`src/rtl/vga_scanout.sv`:
```
// vga_scanout: framebuffer read side, fetches RGB332 pixels (4x4 replicated) and drives VGA pins.
// Latency: exactly 3 clk from h/v/active/sync inputs to colour and sync pins.
// Backpressure: none; streaming pixel pipeline. Optional vertical scroll under `VGA_SCANOUT_SCROLL_EN.
module vga_scanout #(
   parameter int FB_W       = 256,
   parameter int FB_H       = 192,
   parameter int SCALE_LOG2 = 2,
   parameter int ADDR_W     = 16,
   parameter int POS_W      = 13
) (
   input  logic              clk,
   input  logic              resetn,
   input  logic [POS_W-1:0]  h_in,
   input  logic [POS_W-1:0]  v_in,
   input  logic              active_in,
   input  logic              hsync_in,
   input  logic              vsync_in,
   input  logic [7:0]        scroll_row,
   output logic [ADDR_W-1:0] bram_addr,
   input  logic [7:0]        bram_dout,
   output logic [2:0]        red,
   output logic [2:0]        green,
   output logic [1:0]        blue,
   output logic              hsync,
   output logic              vsync
);

   localparam int COL_W = $clog2(FB_W);
   localparam int ROW_W = $clog2(FB_H);

   logic [POS_W-1:0] col;
   logic [POS_W-1:0] row;
   logic             in_range;
   logic [ROW_W-1:0] row_eff;
   logic             vld1;
   logic             vld2;
   logic [1:0]       hs_sr;
   logic [1:0]       vs_sr;

   // Downscale the raster position and reject anything outside the framebuffer.
   always_comb begin
      col      = h_in >> SCALE_LOG2;
      row      = v_in >> SCALE_LOG2;
      in_range = (32'(col) < FB_W) && (32'(row) < FB_H);
   end

`ifdef VGA_SCANOUT_SCROLL_EN
   localparam logic [ROW_W:0] FB_H_R = (ROW_W+1)'(FB_H);

   logic [ROW_W-1:0] shadow;
   logic [ROW_W-1:0] shadow_new;
   logic [ROW_W-1:0] shadow_use;
   logic             frame_start;
   logic [ROW_W:0]   row_sum;

   // Scrolled row with wrap; the frame's first pixel already uses the newly latched offset.
   always_comb begin
      frame_start = (h_in == '0) && (v_in == '0);
      shadow_new  = (32'(scroll_row) >= FB_H) ? '0 : ROW_W'(scroll_row);
      shadow_use  = frame_start ? shadow_new : shadow;
      row_sum     = {1'b0, row[ROW_W-1:0]} + {1'b0, shadow_use};
      row_eff     = (row_sum >= FB_H_R) ? ROW_W'(row_sum - FB_H_R) : row_sum[ROW_W-1:0];
   end

   // Offset only changes at frame start so a frame is never torn.
   always_ff @(posedge clk) begin
      if (!resetn)
         shadow <= '0;
      else if (frame_start)
         shadow <= shadow_new;
   end
`else
   logic unused_scroll;
   assign unused_scroll = ^scroll_row;

   // No scrolling: row maps straight through.
   always_comb begin
      row_eff = row[ROW_W-1:0];
   end
`endif

   // S1: issue the BRAM address; it holds during blanking and out-of-range positions.
   always_ff @(posedge clk) begin
      if (!resetn) begin
         bram_addr <= '0;
         vld1      <= 1'b0;
      end else begin
         vld1 <= active_in && in_range;
         if (active_in && in_range)
            bram_addr <= ADDR_W'({row_eff, col[COL_W-1:0]});
      end
   end

   // S2/S3: track pixel validity alongside the BRAM read, then register colour and aligned syncs.
   always_ff @(posedge clk) begin
      if (!resetn) begin
         vld2  <= 1'b0;
         hs_sr <= 2'b11;
         vs_sr <= 2'b11;
         red   <= '0;
         green <= '0;
         blue  <= '0;
         hsync <= 1'b1;
         vsync <= 1'b1;
      end else begin
         vld2  <= vld1;
         hs_sr <= {hs_sr[0], hsync_in};
         vs_sr <= {vs_sr[0], vsync_in};
         hsync <= hs_sr[1];
         vsync <= vs_sr[1];
         if (vld2) begin
            red   <= bram_dout[7:5];
            green <= bram_dout[4:2];
            blue  <= bram_dout[1:0];
         end else begin
            red   <= '0;
            green <= '0;
            blue  <= '0;
         end
      end
   end

endmodule
```
`config.mk`:
```
export PLATFORM = sky130hd
export DESIGN_NAME = vga_scanout
export DESIGN_NICKNAME = d
export VERILOG_FILES = /design/src/rtl/vga_scanout.sv
export SDC_FILE = /design/constraint.sdc
export NUM_CORES = 1
export LEC_CHECK = 0
export ABC_AREA = 0
export CORE_ASPECT_RATIO = 1.5
export CORE_MARGIN = 3
export CORE_UTILIZATION = 39
export CTS_BUF_LIST = sky130_fd_sc_hd__clkbuf_4 sky130_fd_sc_hd__clkbuf_8
export DETAILED_ROUTE_END_ITERATION = 16
export PLACE_DENSITY_LB_ADDON = 0.08
export SYNTH_ARGS = -nofsm -noshare
export SYNTH_HDL_FRONTEND = slang
export SYNTH_SLANG_ARGS = --single-unit
```
`constraint.sdc`:
```
create_clock -name clk -period 2.26 [get_ports clk]
set_input_delay 0.226 -clock clk [delete_from_list [all_inputs] [get_ports clk]]
set_output_delay 0.226 -clock clk [all_outputs]
set_load 0.01 [all_outputs]
```
# Word level (Yosys, flattened, before mapping)
# Index checks and enable logic that the tools add are counted.
[classes]
reduce_logical = 3
n_lt_le_gt_ge = 2
[op_table]
columns = ["op", "count"]
rows = [
  ["$lt 11x8->1 const B", 1],
  ["$lt 11x9->1 const B", 1],
  ["$logic_and 1x1->1", 2],
  ["$reduce_and 2->1", 1],
]
[totals]
in_bits = 47
elab_cells = 15
regBits = 32

# Logic depth before layout (Yosys ltp)
# Gate-level depths: netlist of run 1.
[logic_depth]
ltp_word = 3
mapped_depth = 5
depth_no_buf = 3

# Least setup slack after synthesis of run 1
# Ideal clock, no wire load.
[synth_timing]
path_type = "input -> register"
start = "input port h_in[10]"
end = "register bram_addr[10]"
t_arrival_ps = 1089
slack_ps = 1100
n_path_buf = 2
cell_stages = 5
setup_ps = 72
cell_sequence = "nor4b_1 and3_1 buf_6 buf_12 mux2i_1"
[synth_via]
elab_chain_cells = 3
[synth_rtl]
columns = ["item", "line", "text"]
rows = [
  ["start: declaration", "13", "input logic [POS_W-1:0] h_in,"],
  ["$lt 11x9->1", "44", "in_range = (32'(col) < FB_W) && (32'(row) < FB_H);"],
  ["$logic_and 1x1->1", "44", ""],
  ["$logic_and 1x1->1", "89", "if (active_in && in_range)"],
  ["end signal: assignment", "90", "bram_addr <= ADDR_W'({row_eff, col[COL_W-1:0]});"],
  ["end: declaration", "19", "output logic [ADDR_W-1:0] bram_addr,"],
]
# Every way passes these cells.
# A chain may end at the register's enable or synchronous reset.

# Worst setup path after layout of run 1
[layout_timing]
start = "register bram_addr[12]"
end = "output port bram_addr[12]"
# No word-level cell between the ends.

==> results of run 1 <==
==> metal layers <==
metal | vias to the layer above | track usage, %
li1 | 471 | -
met1 | 414 | 15.25
met2 | 43 | 27.16
met3 | 4 | 6.947
met4 | 0 | 5.696
met5 | - | 0
==> metrics by stage <==
| stage | setup WS [ns] | cells | utilization [%] | total power [W] | instance area [sq um] |
|---|---|---|---|---|---|
| 2_1_floorplan | 1.100 | 107 | - | 0.0006067 | 1096 |
| 3_3_place_gp | 0.6053 | 199 | 66.91 | 0.0006711 | 1713 |
| 3_5_place_dp | 0.5833 | 199 | 66.91 | 0.0006740 | 1713 |
| 4_1_cts | 0.7950 | 207 | 70.04 | 0.001098 | 1793 |
| 5_1_grt | 0.7471 | 207 | 70.04 | 0.001131 | 1793 |
| 6_report | 0.8195 | 207 | 70.04 | 0.001081 | 1793 |
==> cell usage in the layout, fill, tap and decap left out <==
cell type        Yosys  final
nor4b_1              1      1
buf_4                0      3
and2_1               2      2
dfxtp_1             32     32
mux2i_1             16     16
nand2_1             33     33
clkinv_2             0      1
nand2b_1             6      6
and3_1               9      9
nor3_1               1      1
clkdlybuf4s50_1      0     60
bufinv_16            0      1
clkbuf_4             0      5
clkinvlp_4           0      1
==> sequential cells by signal, summed over array words and instances, names as in the netlist <==
signal / cells
green: 3
hs_sr: 2
red: 3
blue: 2
vld2: 1
bram_addr: 16
hsync: 1
vs_sr: 2
vld1: 1
vsync: 1
==> cells by family after synthesis <==
| family | Yosys count | synth area share (%) |
|---|---|---|
| buffers and inverters | 7 | 4.680 |
| flip-flops | 32 | 58.45 |
| AND/OR/NAND/NOR | 52 | 22.26 |
| multiplexers | 16 | 14.61 |
==> area by class of cell <==
class                   instances  area [sq um]
fillers                       218         767.0
flip-flops and latches         32         640.6
repair buffers                 63         623.1
multi-input cells              68         404.1
well taps                      36         45.04
clock inverters                 3         42.54
clock buffers                   5         37.54
==> report_power, final <==
| part | switching (W) | internal (W) | total (W) | leakage (nW) |
|---|---|---|---|---|
| registers | 0.00000122 | 0.000569 | 0.000570 | 0.259 |
| clock network | 0.000190 | 0.000231 | 0.000421 | 0.0412 |
| logic | 0.0000262 | 0.0000637 | 0.0000899 | 0.391 |
| total | 0.000218 | 0.000863 | 0.00108 | 0.691 |
==> worst max-delay path by stage <==
stage | startpoint | endpoint | cells past startpoint
finish | bram_addr[12] | bram_addr[12] | 1
global route | bram_addr[12] | bram_addr[12] | 1
CTS | bram_addr[12] | bram_addr[12] | 1
detailed placement | h_in[10] | bram_addr[7] | 5
global placement | h_in[10] | bram_addr[9] | 5
floorplan | h_in[10] | bram_addr[10] | 5
==> results.json, run 1 <==
{
  "status": "completed",
  "finalHoldViolations": 0,
  "synth_ff_type": "dfxtp_1",
  "grt_max_degree": 31,
  "dr.pass1.iters": 4,
  "grt_usage_pct": 15.26,
  "portBuffers": 60,
  "grt_pass1_vias": 930,
  "rsz0062_at_grt": "no",
  "clockBufferDepth": 2,
  "die_width_microns": 49.29,
  "cp.required_ns": 2.03,
  "path_cells": "clkdlybuf4s50_1",
  "met2_length_mm": 1.220,
  "cp-end-kind": "output pin",
  "root_buffer": "clkbuf_4",
  "slowest_stage": "clkdlybuf4s50_1",
  "peakVddDrop_uv": 422.1,
  "synth_area_sq_um": 1096,
  "die_area_sq_um": 3496,
  "timing.final.crit_share_pct": 63.74,
  "row_count": 22,
  "clk_pin_slew_ns": 0.09,
  "yosysSeqAreaShare_pct": 58.45,
  "setup_viol": 0,
  "yosysWarnings": 0,
  "yosysTopAreaCell": "dfxtp_1",
  "r2r-end": "red[1]",
  "hold_ws_ns": 0.4166,
  "wl_per_cell_microns": 11.43,
  "power_leakage_nw": 0.6909,
  "wl_met3_microns": 215,
  "top_layer_used": "met4",
  "crit_buf_inv": 1,
  "viasPerCell": 4.502,
  "tns_ns": 0,
  "drive_gt1_share_pct": 6.433,
  "grt_pass1_wl_mm": 4.105,
  "fmax_mhz": 694.2,
  "drt_iter0_drc": 12,
  "vias": 932,
  "place.gp.congestion": 0.6429,
  "grt_antenna_before_repair": 0,
  "area_growth_syn_to_layout_pct": 63.58,
  "clk_latency_ns": 0.32,
  "ys_ff_latch": 32,
  "synth_top_area_share_pct": 58.45,
  "cp-start-kind": "register",
  "synth_area_leaders": "dfxtp_1, mux2i_1, nand2_1",
  "hold_path_end": "vsync",
  "synth_nets": 154,
  "holdPathStages": 1,
  "postRouteAntennaNets": 0,
  "synthCells": 107,
  "num_io_pins": 73,
  "synth.most_common_cell": "nand2_1",
  "drc": 0,
  "synth_cell_types": 13,
  "r2r-start": "vld2",
  "cts_sinks": 32,
  "cp_top_family": "buffers and inverters",
  "cts_tree": "built",
  "post-cts-setup-buffers": 0,
  "async_flop_share_pct": 0,
  "nNetsFinal": 217,
  "r2r_cells": 1,
  "slew-limit-headroom_pct": 82.22,
  "arrival_ns": 1.21,
  "maxCapViolCount": 0,
  "cts_hold_buffers": 0,
  "synth-edff-count": 0,
  "worst_pin_slew_ns": 0.2668,
  "wirelength_met1_microns": 898,
  "p_per_area_nw_per_um2": 602.7,
  "r2r_slack_ns": 1.58,
  "dp.final_hpwl_mm": 1.803,
  "synth_common_cells": "nand2_1, dfxtp_1, mux2i_1, and3_1, nand2b_1",
  "cts-resized-gates": 0,
  "hold_start": "vs_sr[1]",
  "hold_path_class": "register to register",
  "criticalPathCategory": "register to output pin",
  "die_h_microns": 70.93,
  "synth_area_per_cell_sq_um": 10.24,
  "wirelength_mm": 2.367,
  "period_needed_ns": 1.441,
  "core_area_sq_um": 2560,
  "start_util_pct": 42.82,
  "tritoncts.num_buffers": 5,
  "grt-ovfl-total": 0,
  "crit_path_max_incr_delay_ns": 0.54,
  "cts-htree-levels": 2,
  "critical_path_peak_fanout": 2,
  "drv_slew": 0,
  "finClkSkew_ns": 0.004895,
  "diodes": 0
}
Power figures use the tool's default switching activity.
==> run 2, diff against run 1 <==
--- a/config.mk
+++ b/config.mk
@@ -8,7 +8,7 @@
 export ABC_AREA = 0
 export CORE_ASPECT_RATIO = 1.5
 export CORE_MARGIN = 3
-export CORE_UTILIZATION = 39
+export CORE_UTILIZATION = 33
 export CTS_BUF_LIST = sky130_fd_sc_hd__clkbuf_4 sky130_fd_sc_hd__clkbuf_8
 export DETAILED_ROUTE_END_ITERATION = 16
 export PLACE_DENSITY_LB_ADDON = 0.08
==> constraint.sdc (replaced) <==
create_clock -name clk -period 1.2 [get_ports clk]
set_input_delay 0.12 -clock clk [delete_from_list [all_inputs] [get_ports clk]]
set_output_delay 0.12 -clock clk [all_outputs]
set_load 0.01 [all_outputs]
==> run 2 against run 1 <==
Clock skew down 0.0018 ns. Critical path depth rose by 4. Total power is 110% higher. Largest power group unchanged. Cell count is 2.9% higher.
==> results.json, run 2 (synthesis results as in run 1) <==
{
  "status": "completed",
  "fin_util_pct": 60.04,
  "power_leakage_nw": 0.8717,
  "top_register": "bram_addr",
  "p_per_area_nw_per_um2": 1186,
  "area_growth_syn_to_layout_pct": 73.06,
  "drv_slew": 0,
  "grt_pass1_wl_mm": 4.195,
  "core_area_sq_um": 3159,
  "reg_top3": "bram_addr (16), green (3), red (3)",
  "cp-end-kind": "register",
  "dr.pass1.iters": 2,
  "grt-ovfl-total": 0,
  "r2r-start": "vld2",
  "grt_antenna_before_repair": 0,
  "dp_cells": 203,
  "period_needed_ns": 1.150,
  "root_buffer": "clkbuf_8",
  "viasPerCell": 4.394,
  "post-cts-setup-buffers": 0,
  "cts_hold_buffers": 0,
  "grt_pass1_vias": 942,
  "cts-htree-levels": 2,
  "drc": 0,
  "finalHoldViolations": 0,
  "dp.final_hpwl_mm": 1.724,
  "place.gp.congestion": 0.6860,
  "cts_tree": "built",
  "fmax_mhz": 869.2,
  "die_h_microns": 76.59,
  "arrival_ns": 1.36,
  "drt_iter0_drc": 7,
  "criticalPathCategory": "primary input to register",
  "critical_path_peak_fanout": 4,
  "wirelength_mm": 2.538,
  "wl_per_cell_microns": 11.92,
  "endpoint": "bram_addr[15]",
  "r2r_cells": 1,
  "cp.required_ns": 1.41,
  "mostFrequentLayoutCells": "nand2_1, dfxtp_1, clkdlybuf4s50_1",
  "hold_path_class": "primary input to register",
  "finClkSkew_ns": 0.003049,
  "drive_gt1_share_pct": 8.671,
  "timing.final.crit_share_pct": 95.87,
  "grt_max_degree": 49,
  "rsz0062_at_grt": "no",
  "diodes": 0,
  "start_util_pct": 34.69,
  "grt_usage_pct": 14.04,
  "postRouteAntennaNets": 0,
  "r2r_slack_ns": 0.57,
  "cts_sinks": 32,
  "clockBufferDepth": 2,
  "setup_viol": 0,
  "portBuffers": 60,
  "worst_pin_slew_ns": 0.1990,
  "final_cells": 213,
  "cp-startpoint": "v_in[12]",
  "vias": 936,
  "peakVddDrop_uv": 1032,
  "slew-limit-headroom_pct": 86.68,
  "largest_reg_flops": 16,
  "mostFrequentLayoutCell": "nand2_1",
  "num_io_pins": 73,
  "n_fill_cell": 304,
  "r2r-end": "red[2]",
  "maxCapViolCount": 0,
  "row_count": 25,
  "tritoncts.num_buffers": 5,
  "die_area_sq_um": 4063,
  "die_width_microns": 53.06,
  "nNetsFinal": 219,
  "clk_pin_slew_ns": 0.06,
  "cp-start-kind": "primary input",
  "clk_latency_ns": 0.28
}
## run 2: worst min-delay path by stage
stage,endpoint,cells after the start,start
detailed placement,vsync,1,vs_sr[1]
global route,hs_sr[0],2,hsync_in
CTS,bram_addr[12],3,v_in[6]
global placement,hsync,1,hs_sr[1]
finish,bram_addr[6],3,h_in[8]
floorplan,hs_sr[0],1,hsync_in
## run 2: what timing repair did
item / in CTS / in global routing
cloned: 1 / 1
setup endpoints to repair: 42 / 16
hold endpoints to repair: 0 / 0
gates resized for setup: 32 / 3
pin swaps: 2 / 2
## run 2: layout make-up
type	count	area [sq um]	share of cell area, %
well taps	40	50.05	2.639
flip-flops and latches	32	640.6	33.77
clock buffers	5	68.82	3.628
repair buffers	65	670.6	35.36
multi-input cells	68	424.2	22.36
clock inverters	3	42.54	2.243
## run 2: worst max-delay path, cell delays in order
cell	delay (ns)
clkdlybuf4s50_1	0.39
nor3_1	0.21
and3_4	0.28
clkbuf_16	0.16
mux2i_1	0.18
## run 2: layer usage
metal,GRT usage (%),up-vias,wire (microns)
li1,-,477,-
met1,13.90,408,895
met2,23.38,43,1291
met3,6.067,8,274
met4,7.928,0,77
met5,0,-,0
## run 2: per-stage QoR
step	worst slack (ns)	setup TNS (ns)	instance area (sq um)	power (W)	hold WS, ns
floorplan	0.1455	0	1096	0.001143	0.2215
global placement	-0.2675	-4.394	1743	0.001272	0.3901
detailed placement	-0.3598	-5.805	1743	0.001274	0.3941
CTS	0.02161	0	1858	0.002282	0.3810
global route	0.01903	0	1897	0.002356	0.3910
finish	0.04951	0	1897	0.002250	0.3906
## run 2: power breakdown
group	leakage, nW	internal, W	switching (W)
clock	0.0541	0.000613	0.000387
sequential	0.259	0.00107	0.00000227
combinational	0.559	0.000122	0.0000539
